[config.mk]
export PLATFORM = sky130hd
export DESIGN_NAME = oam_dma_ctrl
export DESIGN_NICKNAME = d
export VERILOG_FILES = /design/src/rtl/oam_dma_ctrl.sv
export SDC_FILE = /design/constraint.sdc
export NUM_CORES = 1
export LEC_CHECK = 0
export ABC_AREA = 1
export BUFFER_PORTS_ARGS = -buffer_cell sky130_fd_sc_hd__buf_2
export CORE_MARGIN = 2
export CORE_UTILIZATION = 40
export DETAILED_ROUTE_END_ITERATION = 10
export HOLD_SLACK_MARGIN = 0.03
export PLACE_DENSITY = 0.68
export SETUP_SLACK_MARGIN = 0.5
export SYNTH_ARGS = -nofsm -noshare
export SYNTH_HDL_FRONTEND = slang
export SYNTH_SLANG_ARGS = --single-unit
[constraint.sdc]
create_clock -name clk -period 2.9 [get_ports clk]
set_clock_uncertainty 0.2 [all_clocks]
set_input_delay 0.29 -clock clk [delete_from_list [all_inputs] [get_ports clk]]
set_output_delay 0.29 -clock clk [all_outputs]
set_load 0.05 [all_outputs]
[src/rtl/oam_dma_ctrl.sv]
// oam_dma_ctrl: sprite OAM DMA engine; copies one 256-byte page to the OAM data port.
// Latency: rdy drops the cycle after the trigger write and stays low for 513 cycles, or 514 when an align cycle is needed.
// Backpressure: none on the memory side; the CPU is stalled through rdy while the engine owns the bus.
//
// Ports:
//   clk, reset                     clock, synchronous active-high reset
//   cpu_addr/cpu_dout/cpu_r_w_n    CPU bus request (driven onto the shared bus when idle)
//   bus_din                        memory read data, valid in the cycle bus_addr is presented
//   bus_addr/bus_dout/bus_r_w_n    shared memory bus
//   rdy                            CPU ready (0 = CPU halted)
//   busy                           engine active
// Optional feature: define DMA_ALIGN_EN to insert an align cycle when the halt lands on an odd cycle.

module oam_dma_ctrl #(
  parameter logic [15:0] DMA_REG_ADDR  = 16'h4014,
  parameter logic [15:0] OAM_PORT_ADDR = 16'h2004
) (
  input  logic        clk,
  input  logic        reset,
  input  logic [15:0] cpu_addr,
  input  logic [7:0]  cpu_dout,
  input  logic        cpu_r_w_n,
  input  logic [7:0]  bus_din,
  output logic [15:0] bus_addr,
  output logic [7:0]  bus_dout,
  output logic        bus_r_w_n,
  output logic        rdy,
  output logic        busy
);

  typedef enum logic [2:0] {
    S_IDLE,
    S_HALT,
    S_ALIGN,
    S_READ,
    S_WRITE
  } state_t;

  state_t      state_q;
  logic [7:0]  page_q;
  logic [7:0]  idx_q;
  logic [7:0]  data_q;
  logic        trigger;
  logic        align_req;

  // Only a CPU write to the DMA register while idle starts a transfer.
  assign trigger = (state_q == S_IDLE) && !cpu_r_w_n && (cpu_addr == DMA_REG_ADDR);

`ifdef DMA_ALIGN_EN
  logic cycle_odd_q;

  // Free-running parity of the cycle count since reset.
  always_ff @(posedge clk) begin
    if (reset) cycle_odd_q <= 1'b0;
    else       cycle_odd_q <= ~cycle_odd_q;
  end

  assign align_req = cycle_odd_q;
`else
  assign align_req = 1'b0;
`endif

  always_ff @(posedge clk) begin
    if (reset) begin
      state_q <= S_IDLE;
      page_q  <= 8'h00;
      idx_q   <= 8'h00;
      data_q  <= 8'h00;
    end else begin
      case (state_q)
        S_IDLE: begin
          if (trigger) begin
            page_q  <= cpu_dout;
            idx_q   <= 8'h00;
            state_q <= S_HALT;
          end
        end
        S_HALT:  state_q <= align_req ? S_ALIGN : S_READ;
        S_ALIGN: state_q <= S_READ;
        S_READ: begin
          data_q  <= bus_din;
          state_q <= S_WRITE;
        end
        S_WRITE: begin
          idx_q   <= idx_q + 8'd1;
          // Last byte of the page written: hand the bus back.
          state_q <= (idx_q == 8'hFF) ? S_IDLE : S_READ;
        end
        default: state_q <= S_IDLE;
      endcase
    end
  end

  // Status is a pure decode of the state register, so it changes only on clock edges.
  assign busy = (state_q != S_IDLE);
  assign rdy  = ~busy;

  // Bus mux: CPU passes straight through when idle; otherwise the engine drives.
  always_comb begin
    bus_addr  = cpu_addr;
    bus_dout  = cpu_dout;
    bus_r_w_n = cpu_r_w_n;
    case (state_q)
      S_HALT, S_ALIGN, S_READ: begin
        // Halt/align cycles issue a harmless dummy read of the next source byte.
        bus_addr  = {page_q, idx_q};
        bus_dout  = 8'h00;
        bus_r_w_n = 1'b1;
      end
      S_WRITE: begin
        bus_addr  = OAM_PORT_ADDR;
        bus_dout  = data_q;
        bus_r_w_n = 1'b0;
      end
      default: ;
    endcase
  end

endmodule
==> impl_metrics.tcl, run 1 <==
set metrics [dict create \
    outcome "completed" \
    antenna_left 0 \
    area_growth_pct 25.6 \
    dpl_cell_area_sq_um 1840 \
    netlist.area_leader.share_pct 35.2 \
    crit_end "bus_addr[13]" \
    timing.rr.start "state_q[0]" \
    core-area_sq_um 3660 \
    grt_overflow 0 \
    power.share.combinational_pct 45.9 \
    fp.dieW_um 65.9 \
    synthCells 239 \
    path_max_fanout 16 \
    drt-met1-wl_um 1870 \
    wl_um 4170 \
    finalHoldViolations 0 \
    dr_wl_met3_um 246 \
    final.min_clock_period_ns 2.30 \
    numCtsBuffers 3 \
    final_layout_size_suffix_gt1_share_pct 27.8 \
    nets 336 \
    r2r-end "state_q[0]" \
    slew_headroom_pct 62.0 \
    cts.clk_slew.worst_paths_ns 0.09 \
    fin_tns_setup_ns 0 \
    h-tree-depth 1 \
    synth_ff_type "dfxtp_1" \
    synth_area_leaders "dfxtp_1, nand2_1, inv_1" \
    io_buffers 61 \
    synth-seq-cells 27 \
    ios 62 \
    path_cells "nor2_4, nand2_4, inv_4, nor2_4, buf_4, a22oi_1, buf_4" \
    async_flop_share_pct 0 \
    dr.pass1.iters 5 \
    worstMarginPinSlew_ns 0.570 \
    drv_slew 0 \
    p_clk_share_pct 19.6 \
    clockBufferDepth 2 \
    syn_nets 275 \
    clock_latency_ns 0.27 \
    p_per_area_nw_per_um2 573 \
    fin_crit_sh_pct 79.2 \
    fin_area_sq_um 1930 \
    setup_violations 0 \
    p_seq_share_pct 34.5 \
    cp_slowest_stage_delay_ns 0.36 \
    cts.sinks 27 \
    start_kind "flip-flop" \
    ys_seq_area_share_pct 35.2 \
    synth-edff-count 0 \
    ir_worst_vdd_mv 0.248 \
    routabilityCongestion 0.834 \
    crit_type "flip-flop to output port" \
    p_leak_nw 0.971 \
    top_layer "met4" \
    grt_pass1_wl_um 6690 \
    p_sw_share_pct 46.2 \
    cts_root_buf "clkbuf_8" \
    die_y_um 65.9 \
    fmaxAchievable_mhz 435 \
    grt.total_usage_pct 20.4 \
    dieArea_sq_um 4350 \
    hold_class "primary input to flip-flop" \
    vias 1675 \
    crit_path_start "state_q[0]" \
    initial_core_util_pct 41.9 \
    netlist_area_sq_um 1530 \
    dp_hpwl_um 3050 \
    cap_violations 0 \
    rsz0062_at_grt "false" \
    synth_warnings 0 \
    wl_met2_um 2000 \
    arrival_ns 1.81 \
    p_int_mw 0.594 \
    drt_iter0_markers 90 \
    end_kind "output port" \
    antenna_found_initial 0 \
    syn_area_per_cell_sq_um 6.42 \
    drcViolationCount 0 \
    grt_max_degree 21 \
    grt_pass1_vias 1495 \
    required_ns 2.41 \
    wl_per_cell_um 12.0 \
    rows 22 \
    ys_types 25 \
    reg2reg_depth 7 \
    rrSetupSlack_ns 1.19 \
    diodes 0 \
    power.switching_mw 0.510 \
    via_per_inst 4.83 \
    cts_tree "yes" \
    slowest_stage "dfxtp_2" \
    synth_top_area_cell "dfxtp_1" \
]
## placed cells by master, fill, tap and decap left out, types with 4 or more instances in the layout
| cell | instances |
|---|---|
| a21oi_1 | 14 |
| a21oi_2 | 4 |
| buf_2 | 56 |
| buf_4 | 7 |
| dfxtp_1 | 26 |
| inv_1 | 36 |
| nand2_1 | 55 |
| nand3_1 | 15 |
| nor2_1 | 33 |
| o21ai_0 | 21 |
| o21ai_1 | 10 |
## critical path, delay by kind of cell, from the launching register on
| family | cells | cell delay, ns |
|---|---|---|
| and+or+nand+nor | 3 | 0.42 |
| AOI/OAI and AO/OA | 1 | 0.18 |
| DFF | 1 | 0.36 |
| buffers and inverters | 3 | 0.56 |
## repair_timing
| item | CTS | global route |
|---|---|---|
| hold buffers | 0 | 0 |
| pin swaps | 1 | 0 |
| endpoints found under the setup margin | 13 | 24 |
| gates resized for setup | 0 | 10 |
| cloned | 0 | 0 |
| setup buffers | 3 | 0 |
## synthesized netlist by cell type, types with 2 or more instances
cell type,number
buf_6,2
nor2_4,3
o21ai_1,4
o22ai_1,3
nor2_1,33
clkbuf_1,3
buf_4,2
dfxtp_1,27
a21oi_2,4
o21ai_0,27
nand2_1,55
nand3_1,15
a21oi_1,14
inv_1,36
## sequential cells by signal, indices dropped and copies added (netlist names)
name and cells:
data_q 8, idx_q 8, state_q 3, page_q 8
## area by class of cell
class / count / area (sq um)
Fill cell: 383 / 1730
Tap cell: 48 / 60.1
Timing Repair Buffer: 65 / 348
Inverter: 38 / 145
Sequential cell: 27 / 542
Multi-Input combinational cell: 165 / 786
Clock buffer: 3 / 41.3
Clock inverter: 1 / 5.00
## worst min-delay path by stage
stage	end	slack [ns]	startpoint	cells past startpoint
2_1_floorplan	page_q[0]	0.24	cpu_dout[0]	2
3_3_place_gp	data_q[6]	0.26	data_q[6]	2
3_5_place_dp	data_q[0]	0.27	data_q[0]	2
4_1_cts	page_q[6]	0.05	cpu_dout[6]	3
5_1_grt	page_q[6]	0.06	cpu_dout[6]	3
6_report	page_q[6]	0.06	cpu_dout[6]	3
## metrics by stage
| stage | util (%) | hold slack [ns] | instances | setup slack [ns] | power [mW] |
|---|---|---|---|---|---|
| after global placement | 50.2 | 0.263 | 340 | 0.750 | 0.871 |
| after CTS | 52.1 | 0.0547 | 347 | 0.456 | 1.10 |
| after global routing | 52.6 | 0.0562 | 347 | 0.502 | 1.15 |
| final | 52.6 | 0.0555 | 347 | 0.602 | 1.10 |
| after floorplan | - | 0.235 | 239 | 0.357 | 0.769 |
| after detailed placement | 50.2 | 0.270 | 340 | 0.655 | 0.875 |
## kinds of logic after synthesis
kind of cell,Yosys count,share of synthesized area (%)
and+or+nand+nor,110,30.8
adders and majority gates,1,0.816
DFF,27,35.2
buffers and inverters,47,13.9
AOI/OAI and AO/OA,54,19.3
## routing by layer
metal | GRT usage [%] | vias up
met3 | 2.56 | 4
met4 | 7.81 | 0
met1 | 25.4 | 747
li1 | - | 869
met5 | 0 | -
met2 | 35.6 | 55
## power groups by stage
stage          clock network, mW  registers, mW  logic [mW]
2_1_floorplan                  0          0.388       0.381
3_3_place_gp                   0          0.389       0.483
3_5_place_dp                   0          0.389       0.486
4_1_cts                    0.222          0.380       0.499
5_1_grt                    0.236          0.382       0.537
6_report                   0.216          0.381       0.507
Power figures use the tool's default switching activity.
==> run 2: changes to the inputs <==
--- a/config.mk
+++ b/config.mk
@@ -5,13 +5,13 @@
 export SDC_FILE = /design/constraint.sdc
 export NUM_CORES = 1
 export LEC_CHECK = 0
-export ABC_AREA = 1
+export ABC_AREA = 0
 export BUFFER_PORTS_ARGS = -buffer_cell sky130_fd_sc_hd__buf_2
 export CORE_MARGIN = 2
 export CORE_UTILIZATION = 40
 export DETAILED_ROUTE_END_ITERATION = 10
 export HOLD_SLACK_MARGIN = 0.03
-export PLACE_DENSITY = 0.68
+export PLACE_DENSITY = 0.71
 export SETUP_SLACK_MARGIN = 0.5
 export SYNTH_ARGS = -nofsm -noshare
 export SYNTH_HDL_FRONTEND = slang
==> constraint.sdc (replaced) <==
create_clock -name clk -period 2.07 [get_ports clk]
set_clock_uncertainty 0.2 [all_clocks]
set_input_delay 0.207 -clock clk [delete_from_list [all_inputs] [get_ports clk]]
set_output_delay 0.207 -clock clk [all_outputs]
set_load 0.05 [all_outputs]
==> run 2 against run 1 <==
Net effect:
- combinational power rose to 2.8 times the previous value
- die area fell by 1.8%
- worst hold slack improved by 0.16 ns
- non-clock buffer count rose by 33
- synthesized cell count fell by 26%
- sequential power rose by 44%
- first-iteration DRC count rose by 110%
- flip-flop and latch count did not move
- register-to-register slack got worse by 1.0 ns
- sequential share of layout area fell by 9.1 points
- clock power rose by 52%
- largest power group unchanged
==> impl_metrics.tcl, run 2 <==
set metrics [dict create \
    outcome "completed" \
    synth-seq-cells 27 \
    vias 1780 \
    grt_pass1_wl_um 8500 \
    dpl_cell_area_sq_um 2090 \
    dp_hpwl_um 3210 \
    yosysMostFrequentCell "dfxtp_1" \
    arrival_ns 1.64 \
    synth-edff-count 0 \
    ios 62 \
    required_ns 1.66 \
    drcViolationCount 0 \
    syn_area_per_cell_sq_um 8.50 \
    grt_max_degree 34 \
    crit_end "bus_addr[4]" \
    rrSetupSlack_ns 0.17 \
    drv_slew 0 \
    final_layout_size_suffix_gt1_share_pct 57.1 \
    r2r-end "state_q[0]" \
    diodes 0 \
    wl_um 5700 \
    numCtsBuffers 3 \
    synth_area_leaders "dfxtp_1, a22o_1, mux2i_1" \
    die_y_um 65.3 \
    fmaxAchievable_mhz 489 \
    p_leak_nw 1.25 \
    largestRegisters "data_q (8), idx_q (8), page_q (8)" \
    ys_seq_area_share_pct 35.9 \
    path_cells "nor3_4, clkinvlp_4, buf_12, nand2_8, a22o_4, buf_8" \
    h-tree-depth 1 \
    netlist.area_leader.share_pct 35.9 \
    antenna_found_initial 0 \
    synthCells 177 \
    setup_violations 0 \
    fin_area_sq_um 2900 \
    cts_tree "yes" \
    clock_latency_ns 0.28 \
    fp.dieW_um 65.3 \
    timing.rr.start "state_q[0]" \
    crit_type "flip-flop to output port" \
    cts.sinks 27 \
    crit_path_start "state_q[0]" \
    grt.total_usage_pct 25.9 \
    nets 303 \
    path_max_fanout 6 \
    grt_overflow 0 \
    netlist_area_sq_um 1510 \
    whs_ns 0.220 \
    start_kind "flip-flop" \
    hold_class "primary input to flip-flop" \
    layout_common_cells "buf_2, buf_8, dfxtp_1, a22o_4, dlygate4sd3_1" \
    worst_slack_ns 0.0248 \
    final_core_util_pct 79.9 \
    wl_per_cell_um 18.2 \
    ir_worst_vdd_mv 0.529 \
    grt_pass1_vias 1695 \
    cp_slowest_stage_delay_ns 0.39 \
    antenna_left 0 \
    worstMarginPinSlew_ns 0.620 \
    rows 22 \
    synth_warnings 0 \
    synth_ff_type "dfxtp_1" \
    drt_iter0_markers 192 \
    area_growth_pct 92.9 \
    slew_headroom_pct 58.6 \
    cts.clk_slew.worst_paths_ns 0.10 \
    pre_cts_slack_ns 0.0565 \
    ys_types 35 \
    synth_top_area_cell "dfxtp_1" \
    via_per_inst 5.67 \
    clockBufferDepth 2 \
    reg2reg_depth 7 \
    end_kind "output port" \
    fin_crit_sh_pct 98.8 \
    dieArea_sq_um 4270 \
    rsz0062_at_grt "true" \
    synth_common_cells "dfxtp_1, a22o_1, nor2_1, o21ai_0, a21oi_1" \
    dr.pass1.iters 4 \
    layout.cells.most_common "buf_2" \
    finalHoldViolations 0 \
    cts_root_buf "clkbuf_8" \
    cap_violations 0 \
    syn_nets 213 \
    initial_core_util_pct 41.4 \
    routabilityCongestion 0.842 \
    p_per_area_nw_per_um2 796 \
    core-area_sq_um 3630 \
    final.min_clock_period_ns 2.05 \
    slowest_stage "dfxtp_4" \
    async_flop_share_pct 0 \
    io_buffers 61 \
]
[run 2: worst min path at each step]
stage                           from    endpoint  slack (ns)  depth (start not counted)
after floorplan           bus_din[0]   data_q[0]        0.15                          2
after global placement    bus_din[2]   data_q[2]        0.24                          3
after detailed placement  bus_din[2]   data_q[2]        0.24                          3
after CTS                      reset  state_q[2]        0.20                          2
after global routing           reset   data_q[0]        0.24                          2
final                          reset   data_q[2]        0.22                          2
[run 2: metrics by stage]
stage	setup TNS [ns]	power [mW]	instances
after floorplan	-9.56	1.36	177
after global routing	-0.637	2.39	314
final	0	2.31	314
after detailed placement	0	1.51	280
after CTS	0	2.22	310
after global placement	0	1.51	280
[run 2: per-layer routing]
metal / vias to the layer above / part of all wire (%) / track usage (%)
met2: 60 / 53 / 45.5
met4: 0 / 1.1 / 6.25
li1: 853 / - / -
met3: 8 / 5.1 / 5.31
met1: 859 / 40 / 32.2
met5: - / 0 / 0
[run 2: layout make-up]
cell class / instances / area, sq um
clock buffer: 3 / 41.3
fill: 216 / 731
tap: 48 / 60.1
clock inverter: 1 / 8.76
sequential: 27 / 553
timing repair buffer: 98 / 928
inverter: 3 / 15.0
multi-input combinational: 134 / 1300
[run 2: repair_timing]
action,in CTS,in global routing
setup endpoints to repair,45,45
endpoints found under the hold margin,16,0
buffers inserted,7,4
pin swaps,10,12
resized for setup,92,33
hold buffers,16,0
gates cloned,3,0
[run 2: cell families after synthesis]
group	after synthesis	synth area share [%]
and+or+nand+nor	67	25.7
buffers and inverters	19	6.40
AOI/OAI and AO/OA	52	24.1
DFF	27	35.9
xor gates and xnor gates	3	1.75
adders and majority gates	1	0.831
muxes	8	5.32
[run 2: worst max-delay path, delay by kind of cell, from the launching register on]
| family | cells | cell delay [ns] |
|---|---|---|
| flip-flops | 1 | 0.39 |
| buffers and inverters | 3 | 0.48 |
| AND/OR/NAND/NOR | 2 | 0.34 |
| AO/OA/AOI/OAI | 1 | 0.14 |
[run 2: report_power, final]
part	internal (mW)	leakage, nW	switching [mW]
sequential	0.527	0.220	0.0199
combinational	0.642	1.00	0.794
clock	0.142	0.0261	0.187
==> run 3: changes to the inputs <==
--- a/config.mk
+++ b/config.mk
@@ -10,7 +10,7 @@
 export CORE_MARGIN = 2
 export CORE_UTILIZATION = 40
 export DETAILED_ROUTE_END_ITERATION = 10
-export HOLD_SLACK_MARGIN = 0.03
+export HOLD_SLACK_MARGIN = 0.05
 export PLACE_DENSITY = 0.71
 export SETUP_SLACK_MARGIN = 0.5
 export SYNTH_ARGS = -nofsm -noshare
==> constraint.sdc (replaced) <==
create_clock -name clk -period 2.07 [get_ports clk]
set_clock_uncertainty 0.2 [all_clocks]
set_input_delay 0.1035 -clock clk [delete_from_list [all_inputs] [get_ports clk]]
set_output_delay 0.1035 -clock clk [all_outputs]
set_load 0.05 [all_outputs]
==> run 3 against run 2 <==
Net effect:
- flip-flop and latch count stayed put
- worst hold slack worse by 0.062 ns
- cell area is 0.99% higher
- register-to-register slack worse by 0.06 ns
- sequential share of layout area is 0.23 points lower
- non-clock buffer count is 8 higher
- fmax is 1.9% higher
- routed wire length is 7.6% higher
- combinational power is 6% higher
==> impl_metrics.tcl, run 3 (synthesis gave the netlist of run 2 again) <==
set metrics [dict create \
    grt_pass1_vias 1930 \
    crit_top_cell "buf_4" \
    timing.rr.start "state_q[1]" \
    grt.total_usage_pct 27.8 \
    start_kind "flip-flop" \
    fin_crit_sh_pct 97.0 \
    routabilityCongestion 0.773 \
    end_kind "output port" \
    setup_violations 0 \
    critical_path.top_delay_family "buffers and inverters" \
    wl_um 6140 \
    clock_latency_ns 0.28 \
    cts_tree "yes" \
    cp_slowest_stage_delay_ns 0.39 \
    area_growth_pct 94.8 \
    fp.dieW_um 65.3 \
    fin_tns_setup_ns 0 \
    grt_pass1_wl_um 9110 \
    finalHoldViolations 0 \
    path_cells "nor3_4, clkinvlp_4, buf_4, nand2_4, buf_4, a21oi_2, buf_6" \
    fmaxAchievable_mhz 498 \
    cts_root_buf "clkbuf_8" \
    grt_overflow 0 \
    final.min_clock_period_ns 2.01 \
    cts.clk_slew.worst_paths_ns 0.10 \
    nets 309 \
    core-area_sq_um 3630 \
    dr.pass1.iters 4 \
    path_max_fanout 6 \
    layout.cells.most_common "buf_2" \
    wl_per_cell_um 19.2 \
    via_per_inst 5.73 \
    timing.critical_path.buf_inv 4 \
    h-tree-depth 1 \
    min-delay-start "reset" \
    outcome "completed" \
    dieArea_sq_um 4270 \
    drt_iter0_markers 147 \
    diodes 0 \
    rows 22 \
    largestRegisters "data_q (8), idx_q (8), page_q (8)" \
    io_buffers 61 \
    required_ns 1.77 \
    clockBufferDepth 2 \
    antenna_found_initial 0 \
    ios 62 \
    initial_core_util_pct 41.4 \
    pre_cts_slack_ns 0.203 \
    r2r-end "idx_q[7]" \
    numCtsBuffers 3 \
    cts.sinks 27 \
    hold_class "primary input to flip-flop" \
    dp_hpwl_um 3210 \
    vias 1832 \
    layout_common_cells "buf_2, dfxtp_1, buf_8, a22o_4, buf_6" \
    final_layout_size_suffix_gt1_share_pct 55.9 \
    grt_max_degree 34 \
    p_per_area_nw_per_um2 816 \
    rsz0062_at_grt "true" \
    cap_violations 0 \
    drcViolationCount 0 \
    slew_headroom_pct 52.8 \
    antenna_left 0 \
    die_y_um 65.3 \
    p_leak_nw 1.29 \
    arrival_ns 1.70 \
    reg2reg_depth 8 \
    worstMarginPinSlew_ns 0.707 \
    rrSetupSlack_ns 0.11 \
    hold_end "data_q[1]" \
    hold_depth 2 \
    ir_worst_vdd_mv 0.518 \
    drv_slew 0 \
    slowest_stage "dfxtp_4" \
    worst_slack_ns 0.0626 \
    crit_type "flip-flop to output port" \
]
## run 3: changes by cell type in the layout (fill, tap and decap cells not counted), sizes merged
cell   before  now
nand2       8    6
buf        82   90
## run 3: area by class of cell
| type | count | area [sq um] |
|---|---|---|
| fillers | 193 | 702 |
| well taps | 48 | 60.1 |
| clock inverters | 1 | 8.76 |
| inverters | 3 | 15.0 |
| repair buffers | 106 | 1040 |
| flip-flops and latches | 27 | 552 |
| multi-input cells | 132 | 1220 |
| clock buffers | 3 | 41.3 |
## run 3: stage by stage
stage	power (mW)	area, sq um	utilization [%]	std cells	hold slack, ns
after detailed placement	1.54	2090	57.6	279	0.142
after global placement	1.54	2090	57.6	279	0.133
after CTS	2.27	2790	76.7	314	0.101
after floorplan	1.36	1760	-	177	0.0474
final	2.39	2930	80.7	320	0.158
after global routing	2.47	2930	80.7	320	0.167
## run 3: repair_timing
action	in CTS	in global routing
endpoints found under the setup margin	43	45
pin swaps	10	9
resized for setup	101	25
hold buffers	16	0
buffers inserted	12	6
hold endpoints to repair	16	0
cloned	3	0
## run 3: per-layer routing
layer	track usage (%)	share of wire [%]	up-vias
li1	-	-	861
met1	30.7	39	903
met2	53.6	55	54
met3	5.48	4.4	14
met4	7.29	2.4	0
met5	0	0	-
## run 3: worst max path at each step
| stage | startpoint | to | slack (ns) | cells after the start |
|---|---|---|---|---|
| after floorplan | state_q[1] | bus_dout[1] | -0.31 | 6 |
| after global placement | state_q[1] | bus_addr[5] | 0.23 | 6 |
| after detailed placement | state_q[1] | bus_addr[5] | 0.20 | 6 |
| after CTS | state_q[0] | bus_addr[5] | 0.11 | 7 |
| after global routing | state_q[1] | bus_addr[2] | 0.001 | 7 |
| final | state_q[1] | bus_addr[2] | 0.06 | 7 |
## run 3: report_power, final
part / switching, mW / internal [mW] / leakage, nW / total (mW)
registers: 0.0163 / 0.527 / 0.220 / 0.543
clock network: 0.191 / 0.142 / 0.0261 / 0.333
logic: 0.800 / 0.716 / 1.04 / 1.52
